**src/rtl/ppu_pkg.sv**
```systemverilog
// Shared PPU types and constants for the OAM DMA controller slice.
package ppu_pkg;

    typedef enum logic [2:0] {
        IDLE,
        HALT,
        ALIGN,
        GET,
        PUT
    } dma_state_t;

    localparam int OAM_DMA_LEN          = 256;
    localparam int OAM_RENDER_ADDR_STEP = 4;

    // Low two bits survive because the step is a multiple of four.
    function automatic logic [7:0] render_addr_step(input logic [7:0] addr);
        return addr + 8'(OAM_RENDER_ADDR_STEP);
    endfunction

endpackage

```
**src/rtl/oam_port_mux.sv**
```systemverilog
// Selects which source drives the primary OAM write port: DMA during PUT, CPU otherwise.
module oam_port_mux (
    input  logic       dma_sel,
    input  logic       cpu_ce,
    input  logic [7:0] dma_oam_addr,
    input  logic [7:0] dma_oam_data,
    input  logic [7:0] cpu_oam_addr,
    input  logic [7:0] cpu_oam_data,
    input  logic       cpu_oam_we,
    output logic [7:0] oam_addr,
    output logic [7:0] oam_wdata,
    output logic       oam_we
);

    // Write data is zeroed when no write is happening so the port stays quiet.
    always_comb begin
        oam_addr  = cpu_oam_addr;
        oam_wdata = cpu_oam_we ? cpu_oam_data : 8'h00;
        oam_we    = cpu_oam_we;
        if (dma_sel) begin
            oam_addr  = dma_oam_addr;
            oam_wdata = dma_oam_data;
            oam_we    = cpu_ce;
        end
    end

endmodule

```
**src/rtl/oam_dma_ctrl.sv**
```systemverilog
// $4014 sprite DMA sequencer and $2003/$2004 arbiter for the primary OAM write port.
// Optional OAM_ATTR_MASK_EN clears unimplemented attribute bits [4:2] on $2004 reads.
module oam_dma_ctrl
    import ppu_pkg::*;
(
    input  logic        clk,
    input  logic        reset,
    input  logic        cpu_ce,
    input  logic [7:0]  cpu_data_in,
    input  logic        oamaddr_wr,
    input  logic        oamdata_wr,
    input  logic        oamdata_rd,
    input  logic        dma_wr,
    input  logic        rendering,
    input  logic        oamaddr_clr,
    input  logic [7:0]  dma_data_in,
    input  logic [7:0]  oam_data_in,
    output logic        cpu_stall,
    output logic        dma_rd,
    output logic [15:0] dma_addr,
    output logic [7:0]  oam_addr,
    output logic [7:0]  oam_wdata,
    output logic        oam_we,
    output logic [7:0]  cpu_data_out,
    output logic        dma_busy
);

    dma_state_t state;
    dma_state_t next_state;

    logic [7:0] oamaddr;
    logic [7:0] page;
    logic [7:0] index;
    logic [7:0] dma_byte;
    logic       parity;

    logic       dma_put;
    logic       regs_open;
    logic       cpu_we;
    logic [7:0] rd_data;
    logic [7:0] dma_oam_addr;

    always_ff @(posedge clk or negedge reset) begin
        if (!reset) begin
            state <= IDLE;
        end else if (cpu_ce) begin
            state <= next_state;
        end
    end

    // HALT occupies the cycle after the $4014 write, so an even HALT cycle means an odd start.
    always_comb begin
        next_state = state;
        case (state)
            IDLE:    if (dma_wr) next_state = HALT;
            HALT:    next_state = parity ? GET : ALIGN;
            ALIGN:   next_state = GET;
            GET:     next_state = PUT;
            PUT:     next_state = (index == 8'(OAM_DMA_LEN - 1)) ? IDLE : GET;
            default: next_state = IDLE;
        endcase
    end

    always_comb begin
        cpu_stall = 1'b0;
        dma_busy  = 1'b0;
        dma_rd    = 1'b0;
        dma_put   = 1'b0;
        case (state)
            IDLE: begin
                cpu_stall = 1'b0;
                dma_busy  = 1'b0;
            end
            HALT, ALIGN: begin
                cpu_stall = 1'b1;
                dma_busy  = 1'b1;
            end
            GET: begin
                cpu_stall = 1'b1;
                dma_busy  = 1'b1;
                dma_rd    = 1'b1;
            end
            PUT: begin
                cpu_stall = 1'b1;
                dma_busy  = 1'b1;
                dma_put   = 1'b1;
            end
            default: begin
                cpu_stall = 1'b0;
                dma_busy  = 1'b0;
            end
        endcase
    end

    always_ff @(posedge clk or negedge reset) begin
        if (!reset) begin
            parity   <= 1'b0;
            page     <= 8'h00;
            index    <= 8'h00;
            dma_byte <= 8'h00;
        end else if (cpu_ce) begin
            parity <= ~parity;
            case (state)
                IDLE: begin
                    if (dma_wr) begin
                        page  <= cpu_data_in;
                        index <= 8'h00;
                    end
                end
                GET:     dma_byte <= dma_data_in;
                PUT:     index    <= index + 8'd1;
                default: ;
            endcase
        end
    end

    // CPU register traffic only lands when no DMA is running or being accepted this cycle.
    assign regs_open = cpu_ce && (state == IDLE) && !dma_wr;
    assign cpu_we    = regs_open && !oamaddr_clr && !oamaddr_wr && oamdata_wr && !rendering;

    always_ff @(posedge clk or negedge reset) begin
        if (!reset) begin
            oamaddr <= 8'h00;
        end else if (regs_open) begin
            if (oamaddr_clr) begin
                oamaddr <= 8'h00;
            end else if (oamaddr_wr) begin
                oamaddr <= cpu_data_in;
            end else if (oamdata_wr) begin
                oamaddr <= rendering ? render_addr_step(oamaddr) : oamaddr + 8'd1;
            end
        end
    end

    always_comb begin
        rd_data = oam_data_in;
`ifdef OAM_ATTR_MASK_EN
        if (oamaddr[1:0] == 2'd2) begin
            rd_data = oam_data_in & 8'hE3;
        end
`endif
    end

    always_ff @(posedge clk or negedge reset) begin
        if (!reset) begin
            cpu_data_out <= 8'h00;
        end else if (cpu_ce && (state == IDLE) && oamdata_rd) begin
            cpu_data_out <= rd_data;
        end
    end

    assign dma_oam_addr = oamaddr + index;
    assign dma_addr     = dma_rd ? {page, index} : 16'h0000;

    oam_port_mux u_port_mux (
        .dma_sel      (dma_put),
        .cpu_ce       (cpu_ce),
        .dma_oam_addr (dma_oam_addr),
        .dma_oam_data (dma_byte),
        .cpu_oam_addr (oamaddr),
        .cpu_oam_data (cpu_data_in),
        .cpu_oam_we   (cpu_we),
        .oam_addr     (oam_addr),
        .oam_wdata    (oam_wdata),
        .oam_we       (oam_we)
    );

endmodule

```
**config.mk**
```make
export PLATFORM = sky130hd
export DESIGN_NAME = oam_dma_ctrl
export DESIGN_NICKNAME = d
export VERILOG_FILES = /design/src/rtl/ppu_pkg.sv /design/src/rtl/oam_port_mux.sv /design/src/rtl/oam_dma_ctrl.sv
export SDC_FILE = /design/constraint.sdc
export NUM_CORES = 1
export LEC_CHECK = 0
export ABC_CLOCK_PERIOD_IN_PS = 5380
export CAP_MARGIN = 20
export CORE_ASPECT_RATIO = 0.75
export CORE_MARGIN = 2
export CORE_UTILIZATION = 50
export CTS_CLUSTER_DIAMETER = 30
export DETAILED_ROUTE_END_ITERATION = 16
export PLACE_DENSITY = 0.83
export SLEW_MARGIN = 20
export SYNTH_ARGS = -nofsm -noshare
export SYNTH_HDL_FRONTEND = slang
export SYNTH_SLANG_ARGS = --single-unit
export TNS_END_PERCENT = 50
```
**constraint.sdc**
```tcl
create_clock -name clk -period 5.38 [get_ports clk]
set_input_delay 0.538 -clock clk [delete_from_list [all_inputs] [get_ports clk]]
set_output_delay 0.538 -clock clk [all_outputs]
set_load 0.03 [all_outputs]
```
### Word level (Yosys, flattened, before mapping)

Cells that the tools add are included.

| word-level totals | value |
|---|---|
| output and inout port bits | 44 |
| RAM bits | 0 |
| register bits after elaboration | 44 |
| bits in latches | 0 |
| bits in read-only memories | 0 |
| logic and storage cells | 56 |
| memories | 0 |
| bits of input ports | 33 |

| operators by class | value |
|---|---|
| eq/ne operators | 6 |
| multipliers | 0 |
| reductions and logical operators | 20 |
| div/mod/pow operators | 0 |
| mux-type cells | 18 |
| magnitude comparators | 0 |
| shift-type cells | 0 |
| add/sub/neg operators | 4 |
| bitwise logic cells | 1 |

Operators by type and width:

| operator | count |
|---|---|
| $mux 8 | 8 |
| $add 8x1->8 const B | 2 |
| $mux 16 | 1 |
| $pmux 8 s2 | 1 |
| $pmux 3 s5 | 1 |
| $add 8x3->8 const B | 1 |
| $add 8x8->8 | 1 |
| $eq 8x8->1 const B | 1 |
| $logic_and 1x1->1 | 7 |
| $eq 3x2->1 const B | 2 |
| $reduce_and 2->1 | 3 |
| $reduce_and 3->1 | 2 |
| $mux 1 | 5 |
| $logic_not 1->1 | 4 |
| $reduce_or 4->1 | 1 |
| $eq 3x1->1 const B | 1 |
| $eq 3x3->1 const B | 1 |
| $logic_not 3->1 | 1 |
| $mux 3 | 1 |
| $reduce_bool 3->1 | 1 |
| $mux 2 | 1 |
| $ne 2x2->1 const B | 1 |
| $reduce_bool 2->1 | 1 |
| $not 1->1 | 1 |

### Logic depth before layout (Yosys ltp)

| logic depth | value |
|---|---|
| word-level depth | 9 |
| gate-level depth with buffers | 8 |
| mapped depth without buffers | 8 |

### Cells and area by module

From an unflattened synthesis, not the netlist that was laid out.

| second synthesis, totals | value |
|---|---|
| cells, all modules | 298 |
| area total of the unflattened synthesis | 2805.2 um2 |

Modules (own cells, without submodules):

| module | instances | cells each | sequential area each (um2) | area each (um2) |
|---|---|---|---|---|
| oam_dma_ctrl | 1 | 277 | 1101.1 | 2597.5 |
| oam_port_mux | 1 | 21 | 0.0 | 207.7 |

### Worst setup path after synthesis

No wires, ideal clock.

| timing | value |
|---|---|
| path type | flip-flop to output port |
| start | reg oamaddr[0] |
| end | out oam_addr[6] |
| path slack | 2570 ps |
| data arrival time | 2272 ps |
| data required time | 4842 ps |
| cell stages (with the launch flop) | 9 |
| path buffers | 0 |
| cells stage by stage | dfrtp_1 > ha_1 > inv_1 > fa_1 > nand2b_1 > a21oi_1 > o21a_1 > nor3_1 > o31ai_1 |

| on the way | value |
|---|---|
| cells in the longest elaborated chain, start to end | 2 |

Ends and longest elaborated chain:

| item | RTL line | RTL |
|---|---|---|
| start: declaration | oam_dma_ctrl.sv:31 | `logic [7:0] oamaddr;` |
| start signal: assignment | oam_dma_ctrl.sv:128 | `oamaddr <= cpu_data_in;` |
| start signal: assignment | oam_dma_ctrl.sv:130 | `oamaddr <= rendering ? render_addr_step(oamaddr) : oamaddr + 8'd1;` |
| $add 8x8->8 | oam_dma_ctrl.sv:152 | `assign dma_oam_addr = oamaddr + index;` |
| $mux 8 | oam_port_mux.sv:20 | `if (dma_sel) begin` |
| end: declaration | oam_dma_ctrl.sv:21 | `output logic [7:0] oam_addr,` |

No other way between the ends.

### Worst setup path after layout

| timing | value |
|---|---|
| start | in cpu_ce |
| end | out oam_wdata[4] |

| on the way | value |
|---|---|
| cells in the longest elaborated chain, start to end | 8 |

Ends and longest elaborated chain:

| item | RTL line | RTL |
|---|---|---|
| start: declaration | oam_dma_ctrl.sv:8 | `input logic cpu_ce,` |
| $logic_and 1x1->1 (2 in a row) | oam_dma_ctrl.sv:118 | `assign regs_open = cpu_ce && (state == IDLE) && !dma_wr;` |
| $logic_and 1x1->1 (4 in a row) | oam_dma_ctrl.sv:119 | `assign cpu_we = regs_open && !oamaddr_clr && !oamaddr_wr && oamdata_wr && !rendering;` |
| $mux 8 | oam_port_mux.sv:18 | `oam_wdata = cpu_oam_we ? cpu_oam_data : 8'h00;` |
| $mux 8 | oam_port_mux.sv:20 |  |
| end: declaration | oam_dma_ctrl.sv:22 | `output logic [7:0] oam_wdata,` |

No other way between the ends.

==> out/results.txt <==
Final Slew Violations - 0
Slew @ Worst Pin - 1040 ps
Critical Path Slowest Stage Cell - clkdlybuf4s50_1
R2R Path Start - state[1]
hold crit path type - primary input to async pin
synthesized flop and latch total - 44
CP Class - primary input to output pin
CP endpoint kind - output pin
ant diodes - 0
Cell Chain, Critical Path - clkdlybuf4s50_1, nor4b_4, nand2b_1, nor4_4, a22o_1, clkdlybuf4s50_1
TritonCTS clock tree - done
final hold violations - 0
initial core utilization - 51.70%
Most used DFF post-synth - dfrtp_1
most frequent cells in the layout - 75 x clkdlybuf4s50_1, 48 x nand2_1, 44 x dfrtp_1, 21 x nor2_1, 21 x o21ai_0
commonest non-fill, non-tap cell in the layout - clkdlybuf4s50_1
area delta synth->final - 32.82%
Buf/Inv on CP - 2
maximum clock frequency - 256.4 MHz
Initial DRT Pass Iterations - 4
Seq/Total Area, Yosys - 40.00%
static leakage - 0.001577 uW
nets - 413
Max-slew headroom - 30.39%
post-cts resize count - 0
clk sink count - 44
Cells after Synth - 303
area of the die - 6121 um2
register area - 1101 um2
max cap viols - 0
Final ANT Viol Nets - 0
1st-iter DRT viols - 286
final hold slack - 386.7 ps
PwrDens - 526.8 nW/um2
asr flop ratio synth - 100.0%
setup slack, reg-to-reg - 3080 ps
filler instances - 431
final worst slack - 1480 ps
Reg2Reg Depth - 4
Post-synth EDFFs - 0
die height - 68.26 um
Post-Synthesis Net Count - 347
multi-input logic area - 1553 um2
layout cells sized above 1 - 8.108%
Mapped Avg Cell Area - 9.085 um2
vias per inst - 5.715
Rows - 23
post-route cell area - 3656 um2
H-tree depth - 2
Clock transition at path regs - 80 ps
routed len/inst - 16.64 um
CTS Buf Count - 5
Max FO, Critical Path - 10
final worst path period share - 72.49%
Slowest Stage Delay on Critical Path - 690 ps
Core Area - 5324 um2
Worst Path Required - 4840 ps
status - completed
final WL - 7405 um
DP Wirelength - 5427 um
Final setup violation count - 0
Placer Congestion - 0.8277
Synth cell types - 48
unrepaired setup endpoints after global routing - false
vias in the first global route - 2213
number of antenna violations at the first check in global routing - 0
vias - 2543
Max VDD drop - 0.2534 mV
dpl ws - 1544 ps
setup bufs post-CTS - 0
# port buffers - 76
cell mode on critical path - clkdlybuf4s50_1
Critical R2R Capture - oamaddr[0]
DRC - 0
min cycle time layout - 3900 ps
crit path DAT - 3360 ps
global-route usage over all layers - 24.67%
total grt overflow - 0
Crit path max-delay family - buffers and inverters
global-route wire length before repair - 11180 um
yosys warns - 0
Worst setup SP type - primary input
Max Root-Sink Buffers - 2
setup TNS - 0 ps
Worst-Skew Late Latency - 300 ps
largest net degree at the start of global routing - 45
IO Count - 77
Die Span X - 89.68 um
clock root buffer - clkbuf_8
Worst Skew - 3.573 ps
hold_buf cts - 0
Post-DP Area - 3530 um2
Netlist Area Pre-Place - 2753 um2
==> layer usage <==
metal | GRT usage [%] | vias up | part of all wire [%]
met5 | 0 | - | 0
met4 | 8.209 | 0 | 1.7
met3 | 4.222 | 12 | 5.5
met2 | 35.11 | 91 | 45
met1 | 37.62 | 1230 | 48
li1 | - | 1210 | -
==> where the power goes <==
group	internal [uW]	switching, uW	total, uW
Sequential	475	180	655
Clock	164	112	276
Combinational	442	553	995
==> cell type report <==
cell class / count / area share [%]
tap: 75 / 2.567
sequential: 44 / 30.12
inverter: 7 / 0.7187
timing repair buffer: 76 / 20.67
multi-input combinational: 235 / 42.47
clock inverter: 1 / 0.8214
clock buffer: 7 / 2.635
==> cells by family (layout without fill, tap and decap cells) <==
group / count (synthesis) / in the layout / synth area share (%)
AOI/OAI and AO/OA: 70 / 70 / 16.50
xor gates and xnor gates: 14 / 14 / 4.455
adders and majority gates: 11 / 11 / 5.273
buffers and inverters: 24 / 91 / 3.591
DFF: 44 / 44 / 40.00
muxes: 20 / 20 / 8.045
and+or+nand+nor: 120 / 120 / 22.14
==> registers in the layout, indices dropped and copies added (netlist names) <==
name,flops
cpu_data_out,8
dma_byte,8
index,8
oamaddr,8
page,8
state,3
parity,1
==> cell usage after synthesis, types with 2 or more instances <==
cell type   n  area share (%)
buf_2       2            0.36
o31a_1      2            0.64
ha_1       10             4.5
dfrtp_1    44              40
xor2_1      9             2.9
nand2b_1    5             1.1
a22o_1      9             2.9
a21o_1      2            0.55
clkbuf_2    2            0.36
and3_1     16             3.6
nor3_1      9             1.6
clkbuf_1   12             1.6
o21ai_0    21             3.8
a22oi_1     3            0.82
nor2_1     21             2.9
mux2_2     17             7.0
xnor2_1     5             1.6
mux2i_1     3             1.1
a21oi_1    16             2.9
nand2_1    48             6.5
nand3_1     8             1.5
nand4b_1    2            0.64
inv_1       7            0.95
o21a_1      4             1.1
o31ai_1     3            0.82
==> worst max-delay path by stage <==
stage | cells past startpoint | end | slack [ps] | startpoint
6_report | 6 | oam_wdata[4] | 1480 | cpu_ce
5_1_grt | 6 | oam_wdata[5] | 1300 | cpu_ce
3_5_place_dp | 6 | oam_wdata[4] | 1540 | cpu_ce
4_1_cts | 6 | oam_wdata[4] | 1540 | cpu_ce
3_3_place_gp | 6 | oam_wdata[4] | 1610 | cpu_ce
2_1_floorplan | 8 | oam_addr[6] | 2570 | oamaddr[0]
==> stage by stage <==
stage	total power, uW	std cells	util (%)
6_report	1926	445	68.67
5_1_grt	2054	445	68.67
4_1_cts	1930	445	68.67
3_5_place_dp	1646	437	66.30
3_3_place_gp	1613	437	66.30
2_1_floorplan	1282	303	-
Note: power is estimated with default switching activity, not from simulation.
==> variant, RTL diff (config.mk and constraints unchanged) <==
Re-encode `dma_state_t` (5 states) as one-hot, 5 bits wide.
--- a/src/rtl/ppu_pkg.sv
+++ b/src/rtl/ppu_pkg.sv
@@ -3,8 +3,8 @@
 
-    typedef enum logic [2:0] {
-        IDLE,
-        HALT,
-        ALIGN,
-        GET,
-        PUT
+    typedef enum logic [4:0] {
+        IDLE  = 5'b00001,
+        HALT  = 5'b00010,
+        ALIGN = 5'b00100,
+        GET   = 5'b01000,
+        PUT   = 5'b10000
     } dma_state_t;
Function: same outputs for any inputs over 10 cycles, from zero or initial values and one cycle with reset low; not proved beyond that.
==> variant against the original RTL <==
- area after synthesis rose by 1.7%
- global-route usage fell by 0.71 points
- largest cell class unchanged
- routed wire length rose by 0.16%
- worst setup slack got worse by 0.11 ns
- combinational power fell by 35%
- clock power fell by 5%
- critical path type unchanged
- design area rose by 1.5%
- sequential power fell by 11%
- total power fell by 22%
- sequential cell count rose by 2
- cell count did not move
==> variant: results (changes against the original RTL) <==
CTS
  • Number of buffers created by CTS: 5 (unchanged)
  • H-tree depth: 2 (unchanged)
  • Post-cts repair resize count: 0 (unchanged)
  • Clock-pin slew on the worst setup and hold paths: 0.09 ns
  • Clock Tree Buf Depth: 2 (unchanged)
  • Worst-skew pair later-pin latency: 0.30 ns (about the same)
  • Clock tree root buffer cell: clkbuf_8
  • Number of post-CTS setup repair buffers: 0 (unchanged)

Worst setup path
  • Worst-path fanout max: 12 (+2)
  • Max stage delay cell, worst path: clkdlybuf4s50_1
  • Largest stage delay on the critical path: 0.71 ns (+0.02 ns)
  • Endpoint arrival time on the critical path: 3.47 ns (+0.11 ns)

Timing
  • Clk_skew: 0.00928 ns (+0.00570 ns)
  • Actual transition at the worst max-transition pin: 0.757 ns (-0.282 ns)

GRT
  • Global Route Usage Sum: 24.0% (-0.71 points)
  • Maximum number of pins on one net before global-route repair: 47 (+4.4%)
  • Wire length of the first global-routing pass: 11700 um (+4.4%)
  • Vias in the first global route: 2423 (+9.5%)
  • Antenna violations before repair: 0 (unchanged)

Yosys
  • Post-Syn Nets: 343 (-1.2%)
  • Post-synth top flop: dfrtp_1
  • Cell types occupying the most area after synthesis: dfrtp_1 (40%), mux2_2 (6.8%), nand2_1 (6.7%)
  • List of most frequent post-synthesis cells: nand2_1 (50), dfrtp_1 (45), mux2_2 (17), nor2_1 (17)
  • Count of cell types in the netlist: 49 (+2.1%)
  • Seq/Total Area, Yosys: 41.2% (+1.2 points)
  • Gate Count Post-Synth: 299 (-1.3%)
  • Proportion of register bits with asynchronous set or reset after synthesis: 100% (unchanged)
  • Synthesis warning total: 0 (unchanged)

Placement
  • Final HPWL from detailed placement: 5470 um (+0.79%)
  • Input/output buffers: 76 (unchanged)
  • Cells after DPL: 437 (unchanged)
  • RePlAce Congestion: 0.925 (+12%)

Drt
  • Initial DRC Count: 161 (-44%)
  • Routed Wire Length: 7420 um (+0.16%)
  • Antenna violation net count after detailed routing: 0 (unchanged)
  • First-pass detailed-route iteration total: 4 (unchanged)
  • Mean number of vias per cell: 5.70 (-0.24%)

Finish
  • Count of filler cells inserted in the layout: 440 (+2.1%)
  • Count of inserted antenna diode cells: 0 (unchanged)
  • Share of layout cells above drive strength 1: 9.46% (+1.4 points)
  • Non-filler instance count after layout: 445 (unchanged)
  • Final layout net count: 413 (unchanged)

Run status
  • Outcome: finished clean

Pwr
  • Worst supply voltage drop on vdd: 0.179 mV (-29%)
  • Total leakage power: 1.59 nW (+0.84%)

Min path
  • Worst hold path type: primary input to asynchronous set/reset pin
## variant: cell type report
type / instances / area share, %
clock buffers: 5 / 1.85
clock inverters: 3 / 1.18
inverters: 7 / 0.708
multi-input cells: 233 / 42.2
flip-flops and latches: 46 / 31.1
well taps: 75 / 2.53
repair buffers: 76 / 20.4
## variant: logic make-up after synthesis
family,count (synthesis),synth area share (%)
simple gates,129,24.9
compound gates,61,14.2
flops,46,41.2
buf+inv,20,3.04
mux,18,7.19
xor+xnor,14,4.38
fa+ha+maj,11,5.18
## variant: worst max-delay path: cells and delay by family
kind                   cells  cell delay [ns]
buffers and inverters      2             1.39
AO/OA/AOI/OAI              1             0.23
AND/OR/NAND/NOR            4             1.31
## variant: path summary, 6_finish.rpt
kind	start	endpoint	slack (ns)	depth (start not counted)
max	cpu_ce	oam_wdata[1]	1.37	7
min	reset	page[7]$_DFFE_PN0P_	0.25	1
max reg2reg	state[4]$_DFFE_PN0P_	dma_byte[3]$_DFFE_PN0P_	2.89	4
min reg2reg	page[3]$_DFFE_PN0P_	page[3]$_DFFE_PN0P_	0.48	2
max in group asynchronous	reset	cpu_data_out[5]$_DFFE_PN0P_	4.73	1
min in group clk	page[3]$_DFFE_PN0P_	page[3]$_DFFE_PN0P_	0.48	2
## variant: where the power goes
part           leakage [nW]  switching, W  internal [W]
clock                0.0585      0.000123      0.000139
sequential            0.590      0.000126      0.000461
combinational         0.942      0.000360      0.000290
## variant: stage by stage
stage / power (W) / area (um^2) / hold slack (ns) / setup slack [ns]
global route: 0.00158 / 3710 / 0.295 / 1.22
floorplan: 0.000982 / 2800 / 0.242 / 2.78
CTS: 0.00150 / 3700 / 0.454 / 1.38
finish: 0.00150 / 3710 / 0.246 / 1.37
global placement: 0.00121 / 3590 / 0.451 / 1.51
detailed placement: 0.00123 / 3590 / 0.454 / 1.38
## variant: layer usage
layer | up-vias | share of wire (%) | track usage, %
met5 | - | 0 | 0
met4 | 0 | 1.1 | 5.77
met3 | 11 | 5.9 | 5.54
met2 | 77 | 47 | 39.9
met1 | 1249 | 46 | 32.4
li1 | 1200 | - | -
